`src/rtl/updown_count_monitor.sv`:
```
// Passive checker for an up/down counter's count bus: infers direction and
// turnarounds, flags illegal steps, and keeps sweep/error tallies.
module updown_count_monitor #(
  parameter logic [4:0] MAX = 5'd15
) (
  input  logic       clk,
  input  logic       reset,
  input  logic       enable,
  input  logic [4:0] count,
  output logic       dir,
  output logic       locked,
  output logic       turn,
  output logic       step_err,
  output logic [7:0] sweeps,
  output logic [7:0] errs
);

  typedef enum logic [1:0] {SYNC, ACQ, UP, DOWN} state_t;

  state_t     state;
  state_t     next_state;
  logic [4:0] prev;
  logic [5:0] prev_inc;
  logic [5:0] prev_dec;
  logic [5:0] count_w;
  logic       out_of_range;
  logic       next_dir;
  logic       is_turn;
  logic       is_err;

  // Six-bit neighbours so that prev-1 at zero cannot alias onto a legal value.
  assign prev_inc     = {1'b0, prev} + 6'd1;
  assign prev_dec     = {1'b0, prev} - 6'd1;
  assign count_w      = {1'b0, count};
  assign out_of_range = (count > MAX);

  always_comb begin
    next_state = state;
    next_dir   = dir;
    is_turn    = 1'b0;
    is_err     = 1'b0;
    case (state)
      SYNC: begin
        if (out_of_range) is_err = 1'b1;
        else              next_state = ACQ;
      end
      ACQ: begin
        if (!out_of_range && count_w == prev_inc) begin
          next_state = UP;
          next_dir   = 1'b0;
        end else if (!out_of_range && count_w == prev_dec) begin
          next_state = DOWN;
          next_dir   = 1'b1;
        end else begin
          is_err = 1'b1;
        end
      end
      UP: begin
        if (prev == MAX && count == MAX - 5'd1) begin
          next_state = DOWN;
          next_dir   = 1'b1;
          is_turn    = 1'b1;
        end else if (!out_of_range && prev < MAX && count_w == prev_inc) begin
          next_state = UP;
        end else begin
          next_state = ACQ;
          is_err     = 1'b1;
        end
      end
      DOWN: begin
        if (prev == 5'd0 && count == 5'd1) begin
          next_state = UP;
          next_dir   = 1'b0;
          is_turn    = 1'b1;
        end else if (!out_of_range && count_w == prev_dec) begin
          next_state = DOWN;
        end else begin
          next_state = ACQ;
          is_err     = 1'b1;
        end
      end
      default: next_state = SYNC;
    endcase
  end

  // Reset wins over enable; a disabled edge only clears the event pulses.
  always_ff @(posedge clk) begin
    if (!reset) begin
      state    <= SYNC;
      prev     <= 5'd0;
      dir      <= 1'b0;
      locked   <= 1'b0;
      turn     <= 1'b0;
      step_err <= 1'b0;
      sweeps   <= 8'd0;
      errs     <= 8'd0;
    end else if (enable) begin
      state    <= next_state;
      prev     <= count;
      dir      <= next_dir;
      locked   <= (next_state == UP) || (next_state == DOWN);
      turn     <= is_turn;
      step_err <= is_err;
      if (is_turn) sweeps <= sweeps + 8'd1;
      if (is_err && errs != 8'hFF) errs <= errs + 8'd1;
    end else begin
      turn     <= 1'b0;
      step_err <= 1'b0;
    end
  end

endmodule
```
`config.mk`:
```
export PLATFORM = sky130hd
export DESIGN_NAME = updown_count_monitor
export DESIGN_NICKNAME = d
export VERILOG_FILES = /design/src/rtl/updown_count_monitor.sv
export SDC_FILE = /design/constraint.sdc
export NUM_CORES = 1
export LEC_CHECK = 0
export CELL_PAD_IN_SITES_DETAIL_PLACEMENT = 0
export CELL_PAD_IN_SITES_GLOBAL_PLACEMENT = 2
export CORE_UTILIZATION = 33
export DETAILED_ROUTE_END_ITERATION = 6
export DONT_BUFFER_PORTS = 1
export PLACE_DENSITY_LB_ADDON = 0.1
export SYNTH_ARGS = -nofsm -noshare
export SYNTH_HDL_FRONTEND = slang
export SYNTH_SLANG_ARGS = --single-unit
```
`constraint.sdc`:
```
create_clock -name clk -period 2.3 [get_ports clk]
set_clock_uncertainty 0.05 [all_clocks]
set_input_delay 0.23 -clock clk [delete_from_list [all_inputs] [get_ports clk]]
set_output_delay 0.23 -clock clk [all_outputs]
set_load 0.05 [all_outputs]
```
==> reports/metrics.yaml, run 1 <==
outcome: "finished with violations"
failed_checks: "setup timing"
final_util_pct: 44.28
drtPass1Iterations: 4
cts_root_buffer: "clkbuf_8"
crit_type: "reg -> reg"
cts_hold_buf: 0
synth_seq_cells: 26
clock_sinks: 26
dp.cells: 255
start_kind: "flip-flop"
port-buffer-count: 0
hpwl_um: 2778
synth-async-reset-ratio_pct: 0
postSynthCellCount: 181
synth_fp_nets: 194
worst_path_largest_cell_delay_ns: 0.37
synth_top_family_by_area: "simple AND/OR/NAND/NOR gates"
synth_compound_area_share_pct: 14.99
ys_seq_area_share_pct: 33.52
drive_above_1_share_pct: 32.23
cp_max_fo: 5
gp_congestion: 0.7953
grt_usage_pct: 16.30
yosysTopAreaCellShare_pct: 33.52
clk_latency_ns: 0.27
yosysWarnings: 0
ys_top_cells_by_area: "dfxtp_1 (34%), nor2_1 (5.3%), mux2i_1 (5.2%)"
finalCritPeriodShare_pct: 100.2
crit_arrival_ns: 2.38
wirelength_met1_um: 1795
syn_avg_cell_area_um2: 8.579
area_delta_synth_final_pct: 26.75
routedWlPerCell_um: 14.63
period_minus_slack_ns: 2.306
total_power_mw: 0.9601
vias: 1418
numCtsBuffers: 3
layout.nets: 225
fin_ws_ns: -0.005584
grt_pass1_wl_um: 6486
grt.overflow.total: 0
antenna_found_initial: 0
timing.hold.ws_ns: 0.03782
antenna_left: 0
grt_max_degree: 23
cts_max_path_buffers: 2
synth-simple-area-share_pct: 28.36
synthAdderAreaFrac_pct: 4.029
crit_path_end_kind: "flip-flop"
via_per_inst: 5.392
drc_errors: 0
dieArea_um2: 4984
power_leakage_nw: 0.7788
postRouteWirelength_um: 3847
hold_class: "in -> reg"
clk_pin_slew_ns: 0.09
io_pins: 28
routed.top_layer: "met4"
met2_length_um: 1822
worst_ir_drop_vdd_uv: 194.3
drv_cap: 0
finalHoldViolations: 0
die_w_um: 70.60
rows: 24
grt_pass1_vias: 1373
yosysMostFrequentCell: "dfxtp_1"
syn_area_um2: 1553
cts_max_level: 1
rsz0062_at_grt: "yes"
crit_chain: "ha_4 > and3_4 > ha_4 > nand2_4 > a2111oi_4 > nor3_4 > a22oi_2 > buf_6 > buf_6 > or3_1 > a21oi_1"
dr.first_iter.drc_count: 97
muxShareOfSynthArea_pct: 5.157
finalNonFillerCells: 263
dieHeight_um: 70.60
power-per-cell-area_nw_per_um2: 487.8
synthFlopType: "dfxtp_1"
worst_pin_slew_ns: 0.7471
required_ns: 2.38
yosys.area.top_type: "dfxtp_1"
slew_viol_final: 0
fill_cells: 460
ys_top_cells_by_count: "dfxtp_1 (26), nor2_1 (22), nand2_1 (15)"
setup_viol: 2
start_util_pct: 34.94
num_antenna_cells: 0
max_slew_margin_pct: 50.14
worst_path_max_delay_cell: "dfxtp_4"
synth_xor_xnor_area_share_pct: 7.655
core_um2: 4444
wl_met3_um: 209
synth-edff-count: 0
cts_tree: "built"
yosysUniqueCellTypes: 45
max_freq_mhz: 433.7
==> metal layers <==
metal | up-vias | global-route usage [%]
met5 | - | 0
met4 | 0 | 4.222
met3 | 2 | 3.989
met2 | 28 | 28.59
met1 | 685 | 20.14
li1 | 703 | -
==> cell type report <==
type	instances	area, um^2	share of cell area [%]
Multi-Input combinational cell	139	1022	51.94
Tap cell	52	65.06	3.306
Timing Repair Buffer	34	266.5	13.54
Sequential cell	26	529.3	26.89
Inverter	8	30.03	1.526
Clock buffer	4	55.05	2.797
==> worst max-delay path, delay by kind of cell (launching register included) <==
kind	cells	cell delay [ns]
buffers and inverters	2	0.24
AOI/OAI and AO/OA	3	0.66
adders and majority gates	2	0.43
and+or+nand+nor	4	0.40
DFF	1	0.37
==> registers in the layout (all words and copies together), names as in the netlist <==
signal and count:
step_err 1, dir 1, state 1, locked 1
sweeps 8, errs 8, prev 5, turn 1
==> where the power goes <==
part	switching (mW)	internal [mW]	leakage [nW]	total (mW)
clock network	0.148	0.153	0.0288	0.301
logic	0.0944	0.0886	0.537	0.183
registers	0.0154	0.461	0.213	0.476
total	0.258	0.702	0.779	0.960
==> kinds of logic (layout without fill, tap and decap cells) <==
family,count (synthesis),in the layout
AO/OA/AOI/OAI,33,33
XOR/XNOR,12,12
adder cells (fa/ha/maj),5,5
buffers and inverters,16,46
flip-flops,26,26
multiplexers,8,8
AND/OR/NAND/NOR,81,81
==> metrics by stage <==
step | setup slack, ns | instance area [um^2] | TNS (ns)
floorplan | 0.005280 | 1558 | 0
global placement | -0.08469 | 1780 | -0.2144
detailed placement | -0.1390 | 1780 | -0.4611
CTS | 0.01245 | 1926 | 0
global route | -0.1463 | 1968 | -0.8656
finish | -0.005584 | 1968 | -0.008625
==> layout by cell type (no fill, tap or decap), types with 3 or more instances in the layout <==
master and instances:
o21ai_0 7, nand3_1 6, xnor2_1 3, a21oi_1 8, buf_6 3, buf_4 31, mux2i_1 8, a21oi_2 3
nor2_1 22, dfxtp_1 23, nand4_1 10, xor2_1 7, clkbuf_8 4, inv_1 6, or3_1 3, nand2b_1 3
and3_1 5, nand2_1 14
==> timing repair <==
| action | in CTS | in global routing |
|---|---|---|
| endpoints found under the hold margin | 0 | 0 |
| pin swaps | 8 | 7 |
| gates resized for setup | 15 | 12 |
| buffers inserted | 3 | 1 |
| cloned | 1 | 0 |
| setup endpoints to repair | 9 | 11 |
==> final timing paths <==
path / from / end / slack, ns / depth (start not counted)
setup / recovery: prev[1]$_SDFFE_PN0P_ / errs[5]$_SDFFE_PN0P_ / -0.006 / 11
hold / removal: reset / dir$_SDFFE_PN0P_ / 0.04 / 1
setup reg to reg: prev[1]$_SDFFE_PN0P_ / errs[5]$_SDFFE_PN0P_ / -0.006 / 11
hold reg to reg: errs[5]$_SDFFE_PN0P_ / errs[5]$_SDFFE_PN0P_ / 0.48 / 2
(Power assumes the default switching activity.)
==> run 2, diff against run 1 <==
Settings changed: CORE_ASPECT_RATIO set to 0.8, CORE_UTILIZATION 33 to 28, DONT_BUFFER_PORTS 1 to not set.
==> reports/metrics.yaml, run 2 (synthesis results as in run 1) <==
power_leakage_nw: 0.8710  # +12%
grt.overflow.total: 0  # unchanged
crit_path_end_kind: "flip-flop"
power-per-cell-area_nw_per_um2: 477.8  # -2.1%
num_antenna_cells: 0  # unchanged
core_um2: 5180  # +17%
grt_usage_pct: 15.11  # -1.2 points
switchingPower_mw: 0.2770  # +7.4%
port-buffer-count: 27  # +27
clock_sinks: 26  # unchanged
clk_latency_ns: 0.27  # about the same
power_frac_clock_pct: 34.5  # +3.1 points
gp_congestion: 0.8057  # +1.3%
period_minus_slack_ns: 2.313  # +0.007380 ns
outcome: "finished with violations"
reg.largest.list: "errs (8), sweeps (8), prev (5)"
routedWlPerCell_um: 14.21  # -2.9%
swShare_pct: 25.54  # -1.3 points
cp_max_fo: 5  # unchanged
hpwl_um: 3126  # +13%
cts_tree: "built"
start_util_pct: 29.98  # -5.0 points
rows: 23  # -4.2%
failed_checks: "setup timing"
cts_root_buffer: "clkbuf_8"
crit_arrival_ns: 2.43  # +0.05 ns
dieHeight_um: 68.61  # -2.8%
layout_common_cells: "buf_4 (29), clkdlybuf4s50_1 (25), dfxtp_1 (23), nor2_1 (22), nand2_1 (14)"
intPower_mw: 0.8074  # +15%
postRouteWirelength_um: 4220  # +9.7%
die_w_um: 85.26  # +21%
clk_pin_slew_ns: 0.09  # about the same
drv_cap: 0  # unchanged
grt_max_degree: 23  # unchanged
via_per_inst: 5.071  # -6.0%
fin_ws_ns: -0.01296  # -0.007380 ns
drtPass1Iterations: 4  # unchanged
drc_errors: 0  # unchanged
start_kind: "flip-flop"
drive_above_1_share_pct: 27.23  # -5.0 points
cts_max_level: 1  # unchanged
dr.first_iter.drc_count: 78  # -20%
finalCritPeriodShare_pct: 100.6  # +0.32 points
crit_type: "reg -> reg"
total_power_mw: 1.084  # +13%
hold_class: "reg -> reg"
numCtsBuffers: 3  # unchanged
power_frac_comb_pct: 21.7  # +2.6 points
worst_ir_drop_vdd_uv: 204.0  # +5.0%
final_util_pct: 43.82  # -0.47 points
pwr-share-seq_pct: 43.8  # -5.8 points
rsz0062_at_grt: "yes"
area_delta_synth_final_pct: 46.17
dp_slack_ns: -0.3523  # -0.2132 ns
setup_tns_ns: -0.02104  # -0.01242 ns
io_pins: 28  # unchanged
layout.nets: 249  # +11%
cts_max_path_buffers: 2  # unchanged
max_freq_mhz: 432.3  # -0.32%
antenna_left: 0  # unchanged
dieArea_um2: 5849  # +17%
antenna_found_initial: 0  # unchanged
finalHoldViolations: 0  # unchanged
grt_pass1_wl_um: 6768  # +4.3%
vias: 1506  # +6.2%
final_common_cell: "buf_4"
worst_pin_slew_ns: 0.7476  # +0.0005680 ns
setup_viol: 2  # unchanged
required_ns: 2.42  # +0.04 ns
slew_viol_final: 0  # unchanged
max_slew_margin_pct: 50.10  # about the same
grt_pass1_vias: 1425  # +3.8%
==> run 2: power groups by stage <==
stage / Clock, mW / Combinational (mW) / Sequential (mW)
after floorplan: 0 / 0.108 / 0.499
after global placement: 0 / 0.200 / 0.483
after detailed placement: 0 / 0.203 / 0.483
after CTS: 0.387 / 0.219 / 0.474
after global routing: 0.409 / 0.254 / 0.476
final: 0.374 / 0.236 / 0.475
==> run 2: cell type report <==
| class | instances | area [um^2] |
|---|---|---|
| clock buffers | 3 | 41.29 |
| clock inverters | 1 | 30.03 |
| fillers | 524 | 2910 |
| inverters | 8 | 30.03 |
| multi-input cells | 139 | 1059 |
| flip-flops and latches | 26 | 524.3 |
| well taps | 62 | 77.57 |
| repair buffers | 58 | 508.0 |
==> run 2: what timing repair did <==
action,in CTS,in global routing
hold buffers,0,0
setup endpoints to repair,13,16
pin swaps,5,9
resized for setup,17,10
setup buffers,1,3
==> run 2: final timing paths <==
path | start | to | slack [ns] | depth (start not counted)
setup reg to reg | prev[0]$_SDFFE_PN0P_ | errs[1]$_SDFFE_PN0P_ | -0.01 | 9
hold / removal | errs[4]$_SDFFE_PN0P_ | errs[4]$_SDFFE_PN0P_ | 0.45 | 2
hold reg to reg | errs[4]$_SDFFE_PN0P_ | errs[4]$_SDFFE_PN0P_ | 0.45 | 2
setup / recovery | prev[0]$_SDFFE_PN0P_ | errs[1]$_SDFFE_PN0P_ | -0.01 | 9
==> run 2: per-stage QoR <==
step                      cell area (um^2)  instances  hold slack (ns)
after floorplan                       1558        181           0.3134
after global placement                2041        289           0.4404
after detailed placement              2041        289           0.4425
after CTS                             2186        294           0.4555
after global routing                  2270        297           0.4811
final                                 2270        297           0.4507
==> run 2: routing by layer <==
layer	part of all wire (%)	track usage, %
met5	0	0
met2	45	25.30
met3	4.1	3.214
met4	1.0	4.167
met1	50	20.00
==> run 2: worst max-delay path, stage by stage, from the launching register on <==
cell	delay (ns)
dfxtp_2	0.35
ha_4	0.16
and3_4	0.18
ha_4	0.27
nand2_4	0.05
a2111oi_4	0.35
nor3_4	0.08
a22oi_2	0.30
and2b_2	0.29
mux2i_1	0.12
==> run 3, diff against run 2 <==
Settings changed: CORE_MARGIN set to 3.
==> reports/metrics.yaml, run 3 (synthesis results as in run 1) <==
cts_max_level: 1  # unchanged
outcome: "finished with violations"
cts_max_path_buffers: 2  # unchanged
crit_path_end_kind: "flip-flop"
power_leakage_nw: 0.9080  # +4.2%
reg.largest.list: "errs (8), sweeps (8), prev (5)"
worst_path_largest_cell_delay_ns: 0.37  # +0.02 ns
area_delta_synth_final_pct: 49.64
slew_viol_final: 0  # unchanged
drive_above_1_share_pct: 29.34  # +2.1 points
grt_pass1_wl_um: 7362  # +8.8%
final_area_um2: 2323  # +2.4%
rows: 23  # unchanged
wl_met3_um: 162  # -5.3%
cp-startpoint: "prev[0]$_SDFFE_PN0P_"
hp-start: "errs[4]$_SDFFE_PN0P_"
start_kind: "flip-flop"
dp.cells: 293  # +1.4%
crit_chain: "ha_4 > and3_4 > ha_4 > nand2_4 > a2111oi_4 > nor3_4 > a22oi_2 > and2b_2 > mux2i_1"
start_util_pct: 29.98  # unchanged
failed_checks: "setup timing"
drc_errors: 0  # unchanged
wirelength_met1_um: 2197  # +3.8%
fin_ws_ns: -0.01874  # -0.005775 ns
setup_viol: 2  # unchanged
cts_root_buffer: "clkbuf_8"
grt_pass1_vias: 1511  # +6.0%
clk_pin_slew_ns: 0.10  # about the same
hpwl_um: 3110  # -0.51%
dr.first_iter.drc_count: 84  # +7.7%
max_freq_mhz: 431.3  # -0.25%
cp_common_cell: "ha_4"
dieArea_um2: 6480  # +11%
layout.nets: 256  # +2.8%
routedWlPerCell_um: 13.85  # -2.5%
gp_congestion: 0.8369  # +3.9%
dieHeight_um: 72.61  # +5.8%
placed_cell_area_um2: 2071  # +1.5%
finalNonFillerCells: 304  # +2.4%
rsz0062_at_grt: "yes"
grt_usage_pct: 14.33  # -0.78 points
postRouteWirelength_um: 4211  # -0.21%
numCtsBuffers: 3  # unchanged
power-per-cell-area_nw_per_um2: 473.8  # -0.84%
clk_latency_ns: 0.27  # about the same
port-buffer-count: 27  # unchanged
via_per_inst: 5.010  # -1.2%
routed.top_layer: "met4"
period_minus_slack_ns: 2.319  # +0.005775 ns
crit_type: "reg -> reg"
worstReg2RegStart: "prev[0]$_SDFFE_PN0P_"
multi_input_area_um2: 1061  # +0.24%
grt.overflow.total: 0  # unchanged
ff_latch_area_um2: 525.5  # +0.24%
met2_length_um: 1829  # -3.2%
core_um2: 5180  # unchanged
final_common_cell: "buf_4"
layout_common_cells: "buf_4 (37), clkdlybuf4s50_1 (26), dfxtp_1 (24), nor2_1 (22), nand2_1 (14)"
finalHoldViolations: 0  # unchanged
max_slew_margin_pct: 49.15  # -0.95 points
die_w_um: 89.26  # +4.7%
required_ns: 2.41  # about the same
finalCritPeriodShare_pct: 100.8  # +0.25 points
vias: 1523  # +1.1%
antenna_found_initial: 0  # unchanged
path_buf_inv: 0  # unchanged
worst_ir_drop_vdd_uv: 206.3  # +1.1%
worst_pin_slew_ns: 0.7619  # +0.01426 ns
clock_sinks: 26  # unchanged
fill_cells: 514  # -1.9%
num_antenna_cells: 0  # unchanged
antenna_left: 0  # unchanged
hold_class: "reg -> reg"
grt_max_degree: 23  # unchanged
critical_path.top_delay_family: "compound AO/OA/AOI/OAI gates"
io_pins: 28  # unchanged
cp_max_fo: 5  # unchanged
cts_hold_buf: 0  # unchanged
worst_path_max_delay_cell: "dfxtp_4"
drtPass1Iterations: 4  # unchanged
cts_tree: "built"
crit_arrival_ns: 2.43  # about the same
drv_cap: 0  # unchanged
[run 3: final timing paths]
check                          to  slack (ns)  cells after the start
min reg2reg  errs[4]$_SDFFE_PN0P_        0.45                      2
min          errs[4]$_SDFFE_PN0P_        0.45                      2
max          errs[1]$_SDFFE_PN0P_       -0.02                      9
max reg2reg  errs[1]$_SDFFE_PN0P_       -0.02                      9
[run 3: area by class of cell]
| cell class | count | share of cell area [%] |
|---|---|---|
| tap | 62 | 3.339 |
| clock inverter | 1 | 1.292 |
| inverter | 8 | 1.292 |
| multi-input combinational | 139 | 45.67 |
| sequential | 26 | 22.62 |
| timing repair buffer | 65 | 24.02 |
| clock buffer | 3 | 1.777 |
[run 3: per-layer routing]
metal	vias to the layer above	track usage (%)
met1	720	21.78
met2	30	21.42
met4	0	1.983
met5	-	0
li1	771	-
met3	2	2.709
[run 3: what timing repair did]
| item | 4_1_cts | 5_1_grt |
|---|---|---|
| endpoints found under the hold margin | 0 | 0 |
| pin swaps | 8 | 12 |
| gates resized for setup | 16 | 11 |
| setup buffers | 3 | 4 |
| setup endpoints to repair | 9 | 10 |
[run 3: power breakdown]
group	switching, mW	total [mW]	internal (mW)
Sequential	0.0130	0.474	0.461
Combinational	0.123	0.244	0.120
Clock	0.150	0.383	0.233
Total	0.287	1.10	0.814
[run 3: stage by stage]
stage	TNS, ns	power [mW]	setup WS [ns]	hold slack (ns)	util [%]
after floorplan	0	0.6066	0.005280	0.3134	-
after global placement	-1.997	0.6861	-0.3080	0.4399	39.98
after detailed placement	-2.990	0.6896	-0.3998	0.4376	39.98
after CTS	0	1.098	0.0004969	0.4553	43.24
after global routing	-0.7143	1.154	-0.1239	0.4932	44.86
final	-0.03204	1.101	-0.01874	0.4530	44.86
[run 3: tightest hold or removal path, stage by stage, from the launching register on]
cell and delay (ns):
dfxtp_1 0.33, o21ai_0 0.07, a21oi_1 0.06
